===== src/rtl/rocketcpu_busctrl.sv =====
// ----------------------------------------------------------------------------
// rocketcpu_busctrl
//
// Wishbone bus controller between the arbiter master port and the SoC slaves.
// The block decodes the master address into a registered one-hot slave
// select. It sequences each access and registers the read-data mux into the
// master ack cycle. A watchdog ends unmapped or hung accesses with an error
// ack, so the CPU never stalls forever. The first failing access is recorded
// in a sticky error register, which can also serve as an interrupt.
//
// Ports
//   i_wb_clk   system clock
//   reset_n    asynchronous active-low reset
//   i_wb_adr   master address
//   i_wb_cyc   master cycle request
//   i_wb_we    master write enable (used only to tag errors)
//   o_wb_rdt   read data to master, valid while o_wb_ack=1
//   o_wb_ack   single-cycle ack to master
//   o_slv_cyc  one-hot slave select: 0 flash, 1 ram, 2 gpio, 3 uart,
//              4 timer, 5 audio
//   i_slv_rdt  packed slave read data, slot n on bits [32n+31:32n]
//   i_slv_ack  slave acks (ignored for ACK_MASK slots)
//   i_err_clr  clears the sticky error flag
//   o_err      sticky bus-error flag
//   o_err_adr  address of the first errored access since the last clear
//   o_err_we   write enable of that access
// ----------------------------------------------------------------------------
module rocketcpu_busctrl #(
    parameter int unsigned TIMEOUT  = 255,           // 1..65535 ACTIVE cycles
    parameter logic [5:0]  ACK_MASK = 6'b010100,     // slots acked internally
    parameter logic [31:0] ERR_DATA = 32'hDEAD_BEEF  // read data on error
) (
    input  logic         i_wb_clk,
    input  logic         reset_n,
    input  logic [31:0]  i_wb_adr,
    input  logic         i_wb_cyc,
    input  logic         i_wb_we,
    output logic [31:0]  o_wb_rdt,
    output logic         o_wb_ack,
    output logic [5:0]   o_slv_cyc,
    input  logic [191:0] i_slv_rdt,
    input  logic [5:0]   i_slv_ack,
    input  logic         i_err_clr,
    output logic         o_err,
    output logic [31:0]  o_err_adr,
    output logic         o_err_we
);

    typedef enum logic [1:0] {
        IDLE,
        ACTIVE,
        RESP,
        ERR
    } state_t;

    // Last counter value before the watchdog fires; the counter saturates here.
    localparam logic [15:0] CNT_LAST = 16'(TIMEOUT - 1);

    state_t      state_q, state_d;
    logic [15:0] cnt_q;
    logic [31:0] adr_q;
    logic        we_q;

    logic [5:0]  dec_sel;
    logic        mapped;
    logic [31:0] slot_rdt;
    logic        slot_ack;
    logic        enter_err;

    // ------------------------------------------------------------------------
    // Address decode (only consumed in IDLE)
    // ------------------------------------------------------------------------
    // NOTE: every signal assigned in always_comb gets a default first, so no
    // path leaves it unassigned and no latch is inferred.
    always_comb begin
        dec_sel = '0;
        if (i_wb_adr < 32'h0000_8000)
            dec_sel[1] = 1'b1;
        else if (i_wb_adr >= 32'h0010_0000 && i_wb_adr < 32'h0200_0000)
            dec_sel[0] = 1'b1;
        else if (i_wb_adr == 32'h0200_0000)
            dec_sel[2] = 1'b1;
        else if (i_wb_adr == 32'h0400_0000)
            dec_sel[3] = 1'b1;
        else if (i_wb_adr == 32'h0800_0000)
            dec_sel[4] = 1'b1;
        else if (i_wb_adr >= 32'h1000_0000)
            dec_sel[5] = 1'b1;
    end

    assign mapped = |dec_sel;

    // ------------------------------------------------------------------------
    // Selected-slot read data and ack. The select is one-hot, so OR-ing the
    // gated slices gives a plain mux. Slots in ACK_MASK have no ack output,
    // so they count as acked on their first select cycle.
    // ------------------------------------------------------------------------
    always_comb begin
        slot_rdt = '0;
        for (int i = 0; i < 6; i++) begin
            if (o_slv_cyc[i])
                slot_rdt = slot_rdt | i_slv_rdt[32*i +: 32];
        end
    end

    assign slot_ack = |(o_slv_cyc & (ACK_MASK | i_slv_ack));

    // ------------------------------------------------------------------------
    // Next-state logic
    // ------------------------------------------------------------------------
    always_comb begin
        state_d = state_q;
        case (state_q)
            IDLE: begin
                if (i_wb_cyc)
                    state_d = mapped ? ACTIVE : ERR;
            end
            ACTIVE: begin
                // The ack is checked before the timeout, so an ack that
                // arrives on the last allowed cycle still completes normally.
                if (slot_ack)
                    state_d = RESP;
                else if (!i_wb_cyc)
                    state_d = IDLE;
                else if (cnt_q == CNT_LAST)
                    state_d = ERR;
            end
            RESP:    state_d = IDLE;
            ERR:     state_d = IDLE;
            default: state_d = IDLE;
        endcase
    end

    // ERR is left after one cycle, so a next state of ERR always means entry.
    assign enter_err = (state_d == ERR);

    // ------------------------------------------------------------------------
    // State, select, watchdog counter and master response
    // ------------------------------------------------------------------------
    // NOTE: sequential state uses non-blocking assignments, so every register
    // samples the values from before the edge.
    always_ff @(posedge i_wb_clk or negedge reset_n) begin
        if (!reset_n) begin
            state_q   <= IDLE;
            o_slv_cyc <= '0;
            cnt_q     <= '0;
            o_wb_ack  <= 1'b0;
            o_wb_rdt  <= '0;
            adr_q     <= '0;
            we_q      <= 1'b0;
        end else begin
            state_q  <= state_d;
            o_wb_ack <= (state_d == RESP) || (state_d == ERR);

            if (state_q == IDLE && state_d == ACTIVE)
                o_slv_cyc <= dec_sel;
            else if (state_d != ACTIVE)
                o_slv_cyc <= '0;

            if (state_q != ACTIVE)
                cnt_q <= '0;
            else if (cnt_q != CNT_LAST)
                cnt_q <= cnt_q + 16'd1;

            if (state_d == RESP)
                o_wb_rdt <= slot_rdt;
            else if (state_d == ERR)
                o_wb_rdt <= ERR_DATA;

            // Keep the request tag so a later watchdog error can report it.
            if (state_q == IDLE && i_wb_cyc) begin
                adr_q <= i_wb_adr;
                we_q  <= i_wb_we;
            end
        end
    end

    // ------------------------------------------------------------------------
    // Sticky error record. A new error beats a simultaneous clear. The capture
    // is taken only when no earlier error is still pending.
    // ------------------------------------------------------------------------
    always_ff @(posedge i_wb_clk or negedge reset_n) begin
        if (!reset_n) begin
            o_err     <= 1'b0;
            o_err_adr <= '0;
            o_err_we  <= 1'b0;
        end else if (enter_err) begin
            o_err <= 1'b1;
            if (!o_err || i_err_clr) begin
                // An unmapped access errors straight from IDLE, before adr_q
                // has been loaded.
                o_err_adr <= (state_q == IDLE) ? i_wb_adr : adr_q;
                o_err_we  <= (state_q == IDLE) ? i_wb_we  : we_q;
            end
        end else if (i_err_clr) begin
            o_err <= 1'b0;
        end
    end

endmodule


===== config.mk =====
export PLATFORM = sky130hd
export DESIGN_NAME = rocketcpu_busctrl
export DESIGN_NICKNAME = d
export VERILOG_FILES = /design/src/rtl/rocketcpu_busctrl.sv
export SDC_FILE = /design/constraint.sdc
export NUM_CORES = 1
export LEC_CHECK = 0
export ABC_AREA = 1
export BUFFER_PORTS_ARGS = -buffer_cell sky130_fd_sc_hd__buf_2
export CORE_AREA = 2 2 150 123
export DETAILED_ROUTE_END_ITERATION = 10
export DIE_AREA = 0 0 152 125
export PLACE_DENSITY_LB_ADDON = 0.2
export SLEW_MARGIN = 5
export SYNTH_ARGS = -nofsm -noshare
export SYNTH_HDL_FRONTEND = slang
export SYNTH_SLANG_ARGS = --single-unit

===== constraint.sdc =====
create_clock -name i_wb_clk -period 2.6 [get_ports i_wb_clk]
set_input_delay 0.26 -clock i_wb_clk [delete_from_list [all_inputs] [get_ports i_wb_clk]]
set_output_delay 0.26 -clock i_wb_clk [all_outputs]
set_load 0.1 [all_outputs]

Word level (Yosys, flattened, before mapping)
Index checks and enable logic that the tools add are counted.
Widths: inputs -> output; s select.
{ "op_classes": {"addsub": 1, "div_mod_pow": 0, "n_shift": 0, "n_mul": 0, "mux": 34, "bitwise_logic": 6, "eq_ne": 13, "n_reduce_logical": 15, "n_lt_le_gt_ge": 4} }
{ "ops": {"columns": ["op", "count"], "rows": [
  ["$mux 32", 9],
  ["$or 32x32->32", 5],
  ["$eq 32x26->1 const B", 1],
  ["$eq 32x27->1 const B", 1],
  ["$eq 32x28->1 const B", 1],
  ["$ge 32x21->1 const B", 1],
  ["$ge 32x29->1 const B", 1],
  ["$lt 32x16->1 const B", 1],
  ["$lt 32x26->1 const B", 1],
  ["$mux 16", 2],
  ["$add 16x1->16 const B", 1],
  ["$eq 16x8->1 const B", 1],
  ["$ne 16x8->1 const B", 1],
  ["$mux 2", 6],
  ["$mux 6", 2],
  ["$reduce_or 6->1", 2],
  ["$mux 1", 11],
  ["$eq 2x2->1 const B", 4],
  ["$mux 4", 2],
  ["$reduce_bool 2->1", 4],
  ["$and 6x6->6", 1],
  ["$pmux 2 s3", 1],
  ["$eq 2x1->1 const B", 2],
  ["$ne 2x1->1 const B", 2],
  ["7 further kinds", 10]
]} }
{ "word_totals": {"in_bits": 235, "rom_bits": 0, "ff_bits": 124, "ram_bits": 0, "out_inout_bits": 73, "elab_cells": 83, "latch_bits": 0, "memories": 0} }

Logic depth before layout (Yosys ltp)
{ "depth": {"word_depth": 14, "mapped_depth": 13, "depth_no_buf": 12} }

Least setup slack after synthesis
No wires, ideal clock.
{ "synth_timing": {"path_type": "reg-to-reg", "from": "register o_slv_cyc[5]", "to": "register o_err_adr[0]", "t_arrival_ns": 2.175, "slack_ns": 0.303, "synth_period_minus_slack_ns": 2.297, "path_stages_with_launch": 11, "setup_ns": 0.122, "n_path_buf": 2, "required_time_ns": 2.478, "cell_sequence": "dfrtp_1 -> clkbuf_1 -> nand2_1 -> nand2_1 -> o21ai_4 -> nand2_1 -> o21bai_4 -> nand3_2 -> buf_4 -> nand2_1 -> nand2_1"} }
{ "synth_via": {"elab_chain_cells": 6} }
{ "synth_rtl": {"columns": ["element", "line", "text"], "rows": [
  ["from (decl)", "40", "output logic [5:0] o_slv_cyc,"],
  ["from (signal assigned)", "156", "o_slv_cyc <= dec_sel;"],
  ["$and 6x6->6", "106", "assign slot_ack = |(o_slv_cyc & (ACK_MASK | i_slv_ack));"],
  ["$reduce_or 6->1", "106", null],
  ["$mux 2", "121", "if (slot_ack)"],
  ["$pmux 2 s3", "113", "case (state_q)"],
  ["$eq 2x2->1", "135", "assign enter_err = (state_d == ERR);"],
  ["$reduce_and 2->1 (no source line)", null, null],
  ["to (signal assigned)", "192", "o_err_adr <= (state_q == IDLE) ? i_wb_adr : adr_q;"],
  ["to (decl)", "45", "output logic [31:0] o_err_adr,"]
]} }
No other way between the ends.
A chain may end at the register's enable or synchronous reset.

==> results_dict.tcl <==
set metrics [dict create \
    status "completed" \
    ys_warn_count 0 \
    gr-total-overflow 0 \
    vias 7412 \
    switching_share 0.558 \
    io-pin-count 308 \
    synth_compound_area_frac 0.143 \
    fin_util 0.521 \
    place_inst 1435 \
    drv_cap 0 \
    synth_ff_type "dfrtp_1" \
    track_usage 0.248 \
    setup_tns_ns 0 \
    layout_common_cells "nand2_1 (332), buf_2 (304), dfrtp_1 (123)" \
    final_hold_viol_count 0 \
    powerDensity_nw_per_um2 1320 \
    p_leak_nw 4.80 \
    clk_root_buffer_cell "clkbuf_16" \
    switchingPower_w 0.00676 \
    drtAntennaViolNets 0 \
    syn_nets 1175 \
    synth_fa_ha_area_frac 0.00365 \
    slew_violations 0 \
    tightest_slew_ns 0.911 \
    avgSynthCellArea_um2 7.31 \
    final_cells 1469 \
    synth_xor_area_frac 0.00639 \
    clock_path_buffers 2 \
    synthToLayoutAreaGrowth_pct 34.3 \
    gp_congestion 0.929 \
    fin_crit_ns 2.15 \
    ir_drop_v 0.00122 \
    arrival_ns 2.49 \
    cts_setup_buffers 0 \
    antenna_found_initial 1 \
    startpoint_type "register" \
    clock-sinks 123 \
    async_flop_share 1.00 \
    synthSimpleGateAreaFrac 0.324 \
    min_period_over_period 0.827 \
    drtIter0Drc 523 \
    max_freq_ghz 0.465 \
    p_comb_frac 0.537 \
    ys_types 37 \
    end_kind "register" \
    coreArea_um2 17700 \
    power_frac_seq 0.261 \
    grt_pass1_wl_um 37700 \
    grt_max_degree 66 \
    dieArea_um2 19000 \
    p_int_w 0.00535 \
    clk_pin_slew_worst_paths_ns 0.06 \
    drc_errors 0 \
    crit_required_ns 2.94 \
    grt_pass1_vias 6978 \
    crit_type "reg -> reg" \
    synth_top_family_by_area "simple AND/OR/NAND/NOR gates" \
    cts_tree "built" \
    routed_via_density 5.05 \
    clk_latency_ns 0.41 \
    ys_seq_elements 123 \
    seq_area_frac_synth 0.449 \
    worstPathMaxFanout 44 \
    drt-pass1-iter-count 6 \
    die_w_um 152 \
    die_h_um 125 \
    regArea_um2 3080 \
    rsz0062_at_grt "no" \
    syn_area_um2 6850 \
    multiInputGateArea_um2 3280 \
    synthCells 938 \
    synth_edf_count 0 \
    maxSlewHeadroom 0.377 \
    io_buffer_count 305 \
    setup_viol 0 \
    finalWirelength_um 23800 \
    start_util 0.388 \
    wire_per_inst_um 16.2 \
    fillers 1744 \
    layout-drive-gt1-share 0.297 \
    cts_buffers 17 \
    power_frac_clock 0.202 \
    hold_path_class "in -> reg" \
    fin_skew_ns 0.0134 \
    htree_levels 4 \
    dp_hpwl_um 17000 \
    num_rows 44 \
    nets 1462 \
    layout.cells.most_common "nand2_1" \
    synth_mux_area_frac 0.00164 \
]
through the flow:
stage	hold WS, ns	total power, W	setup WS, ns	instance area (µm²)
finish	0.121	0.0121	0.450	9200
global route	0.122	0.0127	0.306	9200
CTS	0.115	0.0122	0.492	9200
detailed placement	0.241	0.00970	0.508	8580
global placement	0.249	0.00965	0.499	8580
floorplan	-0.0356	0.00835	0.303	6850
power groups by stage:
stage | combinational [W] | clock [W] | sequential [W]
6_report | 0.00651 | 0.00245 | 0.00316
3_3_place_gp | 0.00648 | 0 | 0.00316
3_5_place_dp | 0.00654 | 0 | 0.00316
5_1_grt | 0.00690 | 0.00258 | 0.00326
2_1_floorplan | 0.00147 | 0 | 0.00687
4_1_cts | 0.00654 | 0.00249 | 0.00316
repair_timing:
action	CTS	global route
hold buffers	1	0
endpoints found under the setup margin	0	0
hold endpoints to repair	49	0
gates resized for setup	0	0
synth_stat cells (all sizes together), types with 10 or more instances:
| master | count | area (µm²) |
|---|---|---|
| clkbuf | 38 | 143 |
| buf | 18 | 114 |
| nor3 | 10 | 50.1 |
| dfrtp | 123 | 3080 |
| a221oi | 15 | 131 |
| nand2 | 334 | 1260 |
| nand3 | 32 | 165 |
| a21oi | 58 | 294 |
| nand4 | 62 | 403 |
| o21ai | 80 | 412 |
| inv | 63 | 236 |
| nor2 | 75 | 302 |
final cells by class:
type	instances	share of cell area
inverters	63	0.0257
repair buffers	324	0.185
diodes	1	0.000272
clock inverters	13	0.0184
well taps	230	0.0313
clock buffers	19	0.0481
flip-flops and latches	123	0.335
multi-input cells	696	0.357
critical path, cell delays in order, from the launching register on:
cell and delay [ns]:
dfrtp_1 0.46, nor2_4 0.35, nand2_1 0.17, o31ai_4 0.28
buf_4 0.48, nand4_1 0.22, nand2_1 0.11
state kept, by name, indices dropped and copies added (netlist names):
name,count
adr_q,32
cnt_q,16
o_err,1
o_err_adr,32
o_err_we,1
o_slv_cyc,6
o_wb_ack,1
o_wb_rdt,32
state_q,1
we_q,1
cell families (layout without fill, tap and decap cells):
group	after synthesis	after routing
other cells	0	1
flops	123	123
compound gates	168	168
xor+xnor	5	5
fa+ha+maj	2	2
simple gates	520	520
mux	1	1
buf+inv	119	419
path summary, 6_finish.rpt:
| check | endpoint | slack, ns | start | cells past startpoint |
|---|---|---|---|---|
| worst max-delay path | o_err_adr[0] | 0.45 | o_wb_ack | 6 |
| worst min-delay path | we_q | 0.12 | i_wb_we | 2 |
| worst max register to register | o_err_adr[0] | 0.45 | o_wb_ack | 6 |
| worst min register to register | o_wb_rdt[14] | 0.47 | o_wb_rdt[14] | 2 |
| max in group asynchronous | o_wb_rdt[3] | 1.56 | reset_n | 3 |
| min in group asynchronous | o_err_adr[28] | 0.37 | reset_n | 2 |
routing by layer:
metal | up-vias | track usage | share of wire
met5 | - | 0 | 0
met4 | 0 | 0.0451 | 0.0074
met3 | 18 | 0.0641 | 0.076
met2 | 259 | 0.365 | 0.44
met1 | 3436 | 0.372 | 0.48
li1 | 3699 | - | -
(Power assumes the default switching activity.)
